## src/rtl/al422_bam_oe_sequencer.sv

```systemverilog
// BAM output-enable sequencer: per bit-plane PRE/ON/POST timing with prescaled units,
// per-unit brightness duty, abort and a start/busy/done handshake. Optional AL422_BAM_OE_OVERRUN_EN.
module al422_bam_oe_sequencer #(
    parameter int PLANE_BITS      = 3,
    parameter int PRESCALER_WIDTH = 8,
    parameter int DELAY_WIDTH     = 4,
    parameter int BRIGHT_WIDTH    = 8,
    parameter bit OE_ACTIVE_LOW   = 1'b1
) (
    input  logic                       in_clk,
    input  logic                       in_nrst,
    input  logic                       start,
    input  logic [PLANE_BITS-1:0]      plane,
    input  logic [PRESCALER_WIDTH-1:0] cfg_prescaler,
    input  logic [DELAY_WIDTH-1:0]     cfg_predelay,
    input  logic [DELAY_WIDTH-1:0]     cfg_postdelay,
    input  logic [BRIGHT_WIDTH-1:0]    cfg_brightness,
    input  logic                       abort,
`ifdef AL422_BAM_OE_OVERRUN_EN
    input  logic                       clr_overrun,
    output logic                       overrun,
`endif
    output logic                       busy,
    output logic                       done,
    output logic                       led_oe
);

    localparam int UNIT_W = 2 ** PLANE_BITS;
    localparam int CMP_W  = (PRESCALER_WIDTH > BRIGHT_WIDTH) ? PRESCALER_WIDTH : BRIGHT_WIDTH;
    localparam logic                       OE_IDLE = OE_ACTIVE_LOW;
    localparam logic [UNIT_W-1:0]          UNIT_ONE  = 1;
    localparam logic [DELAY_WIDTH-1:0]     DELAY_ONE = 1;
    localparam logic [PRESCALER_WIDTH-1:0] PHASE_ONE = 1;

    typedef enum logic [2:0] {
        S_IDLE,
        S_PRE,
        S_ON,
        S_POST,
        S_DONE
    } state_t;

    state_t                       state, state_n;
    logic [PRESCALER_WIDTH-1:0]   phase, phase_n;
    logic [UNIT_W-1:0]            units, units_n;
    logic [DELAY_WIDTH-1:0]       dcnt, dcnt_n;
    logic [PRESCALER_WIDTH-1:0]   presc_q;
    logic [DELAY_WIDTH-1:0]       post_q;
    logic [BRIGHT_WIDTH-1:0]      bright_q;
    logic [BRIGHT_WIDTH-1:0]      bright_sel;
    logic                         accept;
    logic                         on_n;

    assign accept = (state == S_IDLE) && start;

    // Brightness is latched on the same edge that enters ON, so bypass the latch while idle.
    assign bright_sel = (state == S_IDLE) ? cfg_brightness : bright_q;

    always_comb begin
        state_n = state;
        phase_n = phase;
        units_n = units;
        dcnt_n  = dcnt;
        case (state)
            S_IDLE: begin
                if (start) begin
                    phase_n = '0;
                    units_n = UNIT_ONE << plane;
                    if (cfg_predelay != '0) begin
                        state_n = S_PRE;
                        dcnt_n  = cfg_predelay;
                    end else begin
                        state_n = S_ON;
                    end
                end
            end
            S_PRE: begin
                if (abort) begin
                    state_n = (post_q != '0) ? S_POST : S_DONE;
                    dcnt_n  = post_q;
                end else if (dcnt == DELAY_ONE) begin
                    state_n = S_ON;
                    phase_n = '0;
                end else begin
                    dcnt_n = dcnt - DELAY_ONE;
                end
            end
            S_ON: begin
                if (abort) begin
                    state_n = (post_q != '0) ? S_POST : S_DONE;
                    dcnt_n  = post_q;
                    phase_n = '0;
                end else if (phase == presc_q) begin
                    phase_n = '0;
                    if (units == UNIT_ONE) begin
                        state_n = (post_q != '0) ? S_POST : S_DONE;
                        dcnt_n  = post_q;
                    end else begin
                        units_n = units - UNIT_ONE;
                    end
                end else begin
                    phase_n = phase + PHASE_ONE;
                end
            end
            S_POST: begin
                if (dcnt == DELAY_ONE) begin
                    state_n = S_DONE;
                end else begin
                    dcnt_n = dcnt - DELAY_ONE;
                end
            end
            S_DONE: state_n = S_IDLE;
            default: state_n = S_IDLE;
        endcase
    end

    // OE is registered from the next-state decode so it lines up exactly with ON cycles.
    assign on_n = (state_n == S_ON) && (CMP_W'(phase_n) < CMP_W'(bright_sel));

    always_ff @(posedge in_clk or negedge in_nrst) begin
        if (!in_nrst) begin
            state    <= S_IDLE;
            phase    <= '0;
            units    <= '0;
            dcnt     <= '0;
            presc_q  <= '0;
            post_q   <= '0;
            bright_q <= '0;
            busy     <= 1'b0;
            done     <= 1'b0;
            led_oe   <= OE_IDLE;
        end else begin
            state  <= state_n;
            phase  <= phase_n;
            units  <= units_n;
            dcnt   <= dcnt_n;
            busy   <= (state_n != S_IDLE);
            done   <= (state_n == S_DONE);
            led_oe <= on_n ? ~OE_IDLE : OE_IDLE;
            if (accept) begin
                presc_q  <= cfg_prescaler;
                post_q   <= cfg_postdelay;
                bright_q <= cfg_brightness;
            end
        end
    end

`ifdef AL422_BAM_OE_OVERRUN_EN
    // Sticky early-start flag; a new early start beats a simultaneous clear.
    always_ff @(posedge in_clk or negedge in_nrst) begin
        if (!in_nrst) begin
            overrun <= 1'b0;
        end else if (start && busy) begin
            overrun <= 1'b1;
        end else if (clr_overrun) begin
            overrun <= 1'b0;
        end
    end
`endif

endmodule

```

## config.mk

```make
export PLATFORM = sky130hd
export DESIGN_NAME = al422_bam_oe_sequencer
export DESIGN_NICKNAME = d
export VERILOG_FILES = /design/src/rtl/al422_bam_oe_sequencer.sv
export SDC_FILE = /design/constraint.sdc
export NUM_CORES = 1
export LEC_CHECK = 0
export CAP_MARGIN = 25
export CORE_UTILIZATION = 40
export DETAILED_ROUTE_END_ITERATION = 6
export PLACE_DENSITY = 0.57
export SLEW_MARGIN = 10
export SYNTH_ARGS = -nofsm -noshare
export SYNTH_HDL_FRONTEND = slang
export SYNTH_SLANG_ARGS = --single-unit
```

## constraint.sdc

```tcl
create_clock -name in_clk -period 4 [get_ports in_clk]
set_input_delay 0.8 -clock in_clk [delete_from_list [all_inputs] [get_ports in_clk]]
set_output_delay 0.8 -clock in_clk [all_outputs]
set_load 0.01 [all_outputs]
```

==> results of run 1 <==
==> per-layer routing <==
layer  wire length [µm]  track usage (%)
met1               2940             22.8
met2               3190             33.2
met3                221             3.18
met4                 89             6.06
met5                  0                0
==> Yosys cell counts (7+ instances only) <==
cell type | number | area, µm²
clkbuf_1 | 8 | 30.0
a21oi_1 | 17 | 85.1
inv_1 | 9 | 33.8
nand2_1 | 10 | 37.5
o21ai_0 | 18 | 90.1
dfrtp_1 | 45 | 1130
nor2_1 | 14 | 52.6
a21o_1 | 7 | 52.6
mux2i_1 | 9 | 90.1
nor3_1 | 7 | 35.0
ha_1 | 12 | 150
mux2_2 | 21 | 236
xor2_1 | 8 | 70.1
==> layout by cell type, fill, tap and decap left out, types with 7 or more instances in the layout <==
cell type and count:
a21o_1 7, a21oi_1 17, buf_4 7, clkdlybuf4s50_1 32, dfrtp_1 45, ha_1 12
inv_1 9, mux2_2 21, mux2i_1 9, nand2_1 10, nor2_1 14, o21ai_0 18
xor2_1 8
==> per-stage QoR <==
| stage | hold slack (ps) | instances | util [%] | total power (µW) |
|---|---|---|---|---|
| finish | 312 | 410 | 49.7 | 2300 |
| global route | 306 | 410 | 49.7 | 2510 |
| CTS | 516 | 409 | 49.4 | 2320 |
| detailed placement | 493 | 401 | 48.0 | 2000 |
| global placement | 486 | 401 | 48.0 | 1980 |
| floorplan | 472 | 277 | - | 1680 |
==> state kept, by name, indices dropped and copies added, names as in the netlist <==
register and count:
bright_q 8, busy 1, dcnt 4, done 1, led_oe 1, phase 8, post_q 4, presc_q 8
state 3, units 8
==> cell type report <==
cell class | count | area [µm²]
multi-input combinational | 210 | 1580
clock buffer | 7 | 86.3
tap | 96 | 120
inverter | 9 | 33.8
clock inverter | 1 | 8.76
fill | 619 | 3410
timing repair buffer | 41 | 398
sequential | 46 | 1150
==> kinds of logic (layout without fill, tap and decap cells) <==
family / count (synthesis) / count (layout) / synth area share [%]
AO/OA/AOI/OAI: 82 / 82 / 20.0
AND/OR/NAND/NOR: 76 / 76 / 15.9
flip-flops: 46 / 46 / 40.9
multiplexers: 30 / 30 / 11.6
buffers and inverters: 21 / 58 / 3.20
adder cells (fa/ha/maj): 12 / 12 / 5.33
XOR/XNOR: 10 / 10 / 3.11
==> worst max-delay path, cell delays in order (launching register included) <==
cell and delay (ps):
dfrtp_1 580, or3b_1 700, nor2_2 340, o21ai_1 270
o21bai_1 210, a32o_1 160, ha_1 240, a21oi_1 190
nand2b_1 70, a211o_1 220, o21ai_0 140, nand4b_1 110
==> power groups by stage <==
| stage | clock network, µW | registers (µW) | logic, µW |
|---|---|---|---|
| after floorplan | 0 | 769 | 907 |
| after global placement | 0 | 830 | 1150 |
| after detailed placement | 0 | 836 | 1160 |
| after CTS | 318 | 828 | 1180 |
| after global routing | 338 | 858 | 1310 |
| final | 308 | 827 | 1170 |
==> worst paths after layout <==
kind / slack (ps) / cells after the start / endpoint
min in group in_clk: 510 / 1 / bright_q[1]
worst min-delay path: 310 / 1 / post_q[1]
worst max register to register: 690 / 11 / led_oe
worst max-delay path: 690 / 11 / led_oe
worst min register to register: 510 / 1 / bright_q[1]
max in group asynchronous: 3190 / 2 / led_oe
==> results.md, run 1 <==
- HPWL Detailed: 4610 µm
- Root buf cell: clkbuf_8
- Reg power frac: 35.9%
- Antenna diodes: 0
- Synth cell types: 55
- Crit start category: flop
- Final setup violating endpoints: 0
- Hold Violations, Final: 0
- Fin crit share: 82.9%
- Total Routed Length: 6440 µm
- EDFF count, synth: 0
- Die height: 85.9 µm
- Clock Skews: 4.02 ps
- Yosys warnings: 0
- FMAX: 0.302 GHz
- Area after DPL: 0.00326 mm²
- Number of global-route vias before repair: 2,230
- GRT Overall Usage: 18.6%
- RR Startpoint: state[0]
- # Post-CTS Setup Buffers: 0
- RSZ-0062 raised after global routing: no
- Mapped Nets: 320
- H-tree depth: 2
- Share of cells above drive strength 1: 15.0%
- Clock sink total: 46
- Placer's final routability congestion estimate: 0.835
- Num CTS Buffers: 5
- Sequential area share after synthesis: 40.9%
- Clock share of power: 13.4%
- Drt drc: 0
- Maximum buffer depth of the clock tree: 2
- CP Data Required Time: 4230 ps
- Synth Area per Inst: 10.2 µm²
- Status: finished, final reports clean
- Final ANT Viol Nets: 0
- Largest net degree at the start of global routing: 43
- Worst setup startpoint: state[0]
- Maximum VDD drop: 0.000244 V
- Worst setup margin: 685 ps
- Final Net Count: 356
- Layout area overhead: 19.9%
- GR Overflow Total: 0
- Rel. slew slack: 53.8%
- Mapped Cells: 277
- Leak pwr: 0.00144 µW
- Main flop type after synthesis: dfrtp_1
- Final Cell Area: 0.00338 mm²
- Hold WC Path Type: input port to async pin
- Post-CTS resize count: 0
- Pre-CTS setup slack: 376 ps
- First DRT Iteration DRCs: 60
- Asr flop ratio synth: 100%
- Antenna violations before repair: 0
- CTS tree: built
- Synthesized flop and latch total: 46
- Wire length of the first global-routing pass: 10,800 µm
- Max FO, Critical Path: 17
- Cts hold-fix bufs: 0
- I/O pin total: 34
- Combinational share of power: 50.7%
- Syn Std Cell Area: 0.00282 mm²
- Reg clk slew, reported paths: 90 ps
- DR WL/cell: 15.7 µm
- Tightest Pin Transition: 686 ps
- Switch share: 40.9%
- Final TNS setup: 0 ps
- Worst EP arrival: 3540 ps
- Die span in x: 85.9 µm
- Pre-antenna DRT Iters: 4
- Vias: 2,297
- Die outline area: 0.00738 mm²
- Core area: 0.00679 mm²
- Sw power: 943 µW
- Crit Path Category: flop to flop
- Internal power: 1360 µW
- Vias per inst: 5.60
- # rows: 30
- Pwr/cell area: 681 mW/mm²
- Tmin final: 3310 ps
- Initial core utilization: 41.5%
- Max-slew violation count: 0
- PortBufs: 33
- # Max-Cap Violations: 0
- Capturing element type of the critical path: flop
- Worst skew pair latency: 300 ps
No activity file was read; power rests on OpenSTA's default activity.
==> inputs of run 2 (changes only) <==
==> constraint.sdc (replaced) <==
create_clock -name in_clk -period 3.5 [get_ports in_clk]
set_input_delay 0.7 -clock in_clk [delete_from_list [all_inputs] [get_ports in_clk]]
set_output_delay 0.7 -clock in_clk [all_outputs]
set_load 0.01 [all_outputs]
==> results.md, run 2 (synthesis gave the netlist of run 1 again) <==
- Antenna diodes: 0 (unchanged)
- Worst EP arrival: 3230 ps (-310 ps)
- Crit start category: input port
- Final ANT Viol Nets: 0 (unchanged)
- Post-CTS resize count: 0 (unchanged)
- Reg clk slew, reported paths: 100 ps (about the same)
- Tightest Pin Transition: 653 ps (-32.7 ps)
- Antenna violations before repair: 0 (unchanged)
- RSZ-0062 raised after global routing: no
- Clock Skews: 9.11 ps (+5.08 ps)
- H-tree depth: 2 (unchanged)
- Core Util, Final: 50.4% (+0.63 points)
- Wire length of the first global-routing pass: 11,000 µm (+2.0%)
- DP Cell Count: 407 (+1.5%)
- Placer's final routability congestion estimate: 0.797 (-4.6%)
- First DRT Iteration DRCs: 160 (+170%)
- HPWL Detailed: 4780 µm (+3.5%)
- GRT Overall Usage: 18.9% (+0.32 points)
- CP Data Required Time: 3730 ps (-500 ps)
- Initial core utilization: 41.5% (unchanged)
- Die height: 85.9 µm (unchanged)
- # Max-Cap Violations: 0 (unchanged)
- FF-to-FF path depth: 11 (unchanged)
- Vias per inst: 5.53 (-1.4%)
- Final Cell Area: 0.00342 mm² (+1.3%)
- Pwr/cell area: 797 mW/mm² (+17%)
- Final setup violating endpoints: 0 (unchanged)
- Capturing element type of the critical path: flop
- Leak pwr: 0.00147 µW (+2.0%)
- Rel. slew slack: 56.0% (+2.2 points)
- Routed met3 length: 182 µm (-18%)
- Most frequent cells in the layout: dfrtp_1, clkdlybuf4s50_1, mux2_2
- Pre-antenna DRT Iters: 4 (unchanged)
- Switch share: 39.8% (-1.1 points)
- DR WL/cell: 15.4 µm (-2.2%)
- # Post-CTS Setup Buffers: 0 (unchanged)
- Top Layer Used: met4
- Hold WC Path Type: input port to async pin
- Layout area overhead: 21.4%
- Tmin final: 2990 ps
- Most common cell after layout, fill and taps aside: dfrtp_1
- Largest net degree at the start of global routing: 28 (-35%)
- PortBufs: 33 (unchanged)
- Met1 WL: 2980 µm (+1.2%)
- Maximum buffer depth of the clock tree: 2 (unchanged)
- Root buf cell: clkbuf_8
- FMAX: 0.334 GHz
- Final std cells w/o fill: 415 (+1.2%)
- Total Routed Length: 6370 µm (-1.0%)
- Max-slew violation count: 0 (unchanged)
- Sw power: 1090 µW (+15%)
- Die span in x: 85.9 µm (unchanged)
- Layout fillers: 653 (+5.5%)
- Area after DPL: 0.00331 mm² (+1.4%)
- I/O pin total: 34 (unchanged)
- Internal power: 1640 µW (+21%)
- Clock share of power: 15.1% (+1.7 points)
- Met2 routed WL: 3160 µm (-0.82%)
- GR Overflow Total: 0 (unchanged)
- Vias: 2,293 (-0.17%)
- Number of global-route vias before repair: 2,283 (+2.4%)
- Worst setup startpoint: abort
- Drt drc: 0 (unchanged)
- Clock sink total: 46 (unchanged)
- Status: finished, final reports clean
- Cts hold-fix bufs: 0 (unchanged)
- Num CTS Buffers: 5 (unchanged)
- Fin crit share: 85.6%
- Share of cells above drive strength 1: 16.6% (+1.6 points)
- RR Startpoint: phase[0]
- Maximum VDD drop: 0.000407 V (+66%)
- Combinational share of power: 50.4% (-0.3 points)
- Final TNS setup: 0 ps (unchanged)
- # rows: 30 (unchanged)
- Core area: 0.00679 mm² (unchanged)
- Final Net Count: 361 (+1.4%)
- Crit Path Category: input port to flop
- Worst skew pair latency: 300 ps (about the same)
- Die outline area: 0.00738 mm² (unchanged)
- Max FO, Critical Path: 2 (-15)
- CTS tree: built
- Reg power frac: 34.5% (-1.4 points)
- Hold Violations, Final: 0 (unchanged)
- Min Hold Slack: 405 ps (+92.6 ps)
-- run 2: worst paths after layout --
kind | to | slack, ps
max | led_oe | 510
min | phase[1] | 400
min in group in_clk | bright_q[2] | 520
max in group asynchronous | presc_q[7] | 2390
max reg2reg | led_oe | 590
min reg2reg | bright_q[2] | 520
-- run 2: per-stage QoR --
stage	worst slack (ps)	power, µW
finish	505	2730
global route	326	2960
CTS	497	2750
detailed placement	163	2330
global placement	198	2310
floorplan	599	1910
-- run 2: cell type report --
class                   count  area, µm²  share of cell area [%]
clock buffers               5       68.8                    2.01
multi-input cells         210       1580                    46.2
well taps                  96        120                    3.51
inverters                   9       33.8                   0.987
flip-flops and latches     46       1150                    33.7
repair buffers             46        423                    12.4
clock inverters             3       43.8                    1.28
-- run 2: worst max-delay path: stages --
cell	delay [ps]
clkdlybuf4s50_1	420
or4b_1	500
o32a_1	200
o21bai_1	160
a32o_1	230
ha_1	310
a21oi_1	180
nand2b_1	70
a211o_1	210
o21ai_0	140
nand4b_1	100
-- run 2: power by group through the flow --
stage	Combinational [µW]	Clock, µW	Sequential (µW)
3_5_place_dp	1370	0	955
6_report	1370	411	941
5_1_grt	1530	447	979
2_1_floorplan	1040	0	878
4_1_cts	1380	422	945
3_3_place_gp	1360	0	945
-- run 2: layer usage --
| metal | GRT usage [%] | vias to the layer above |
|---|---|---|
| li1 | - | 1128 |
| met1 | 24.1 | 1123 |
| met2 | 33.2 | 37 |
| met3 | 3.46 | 5 |
| met4 | 4.55 | 0 |
| met5 | 0 | - |
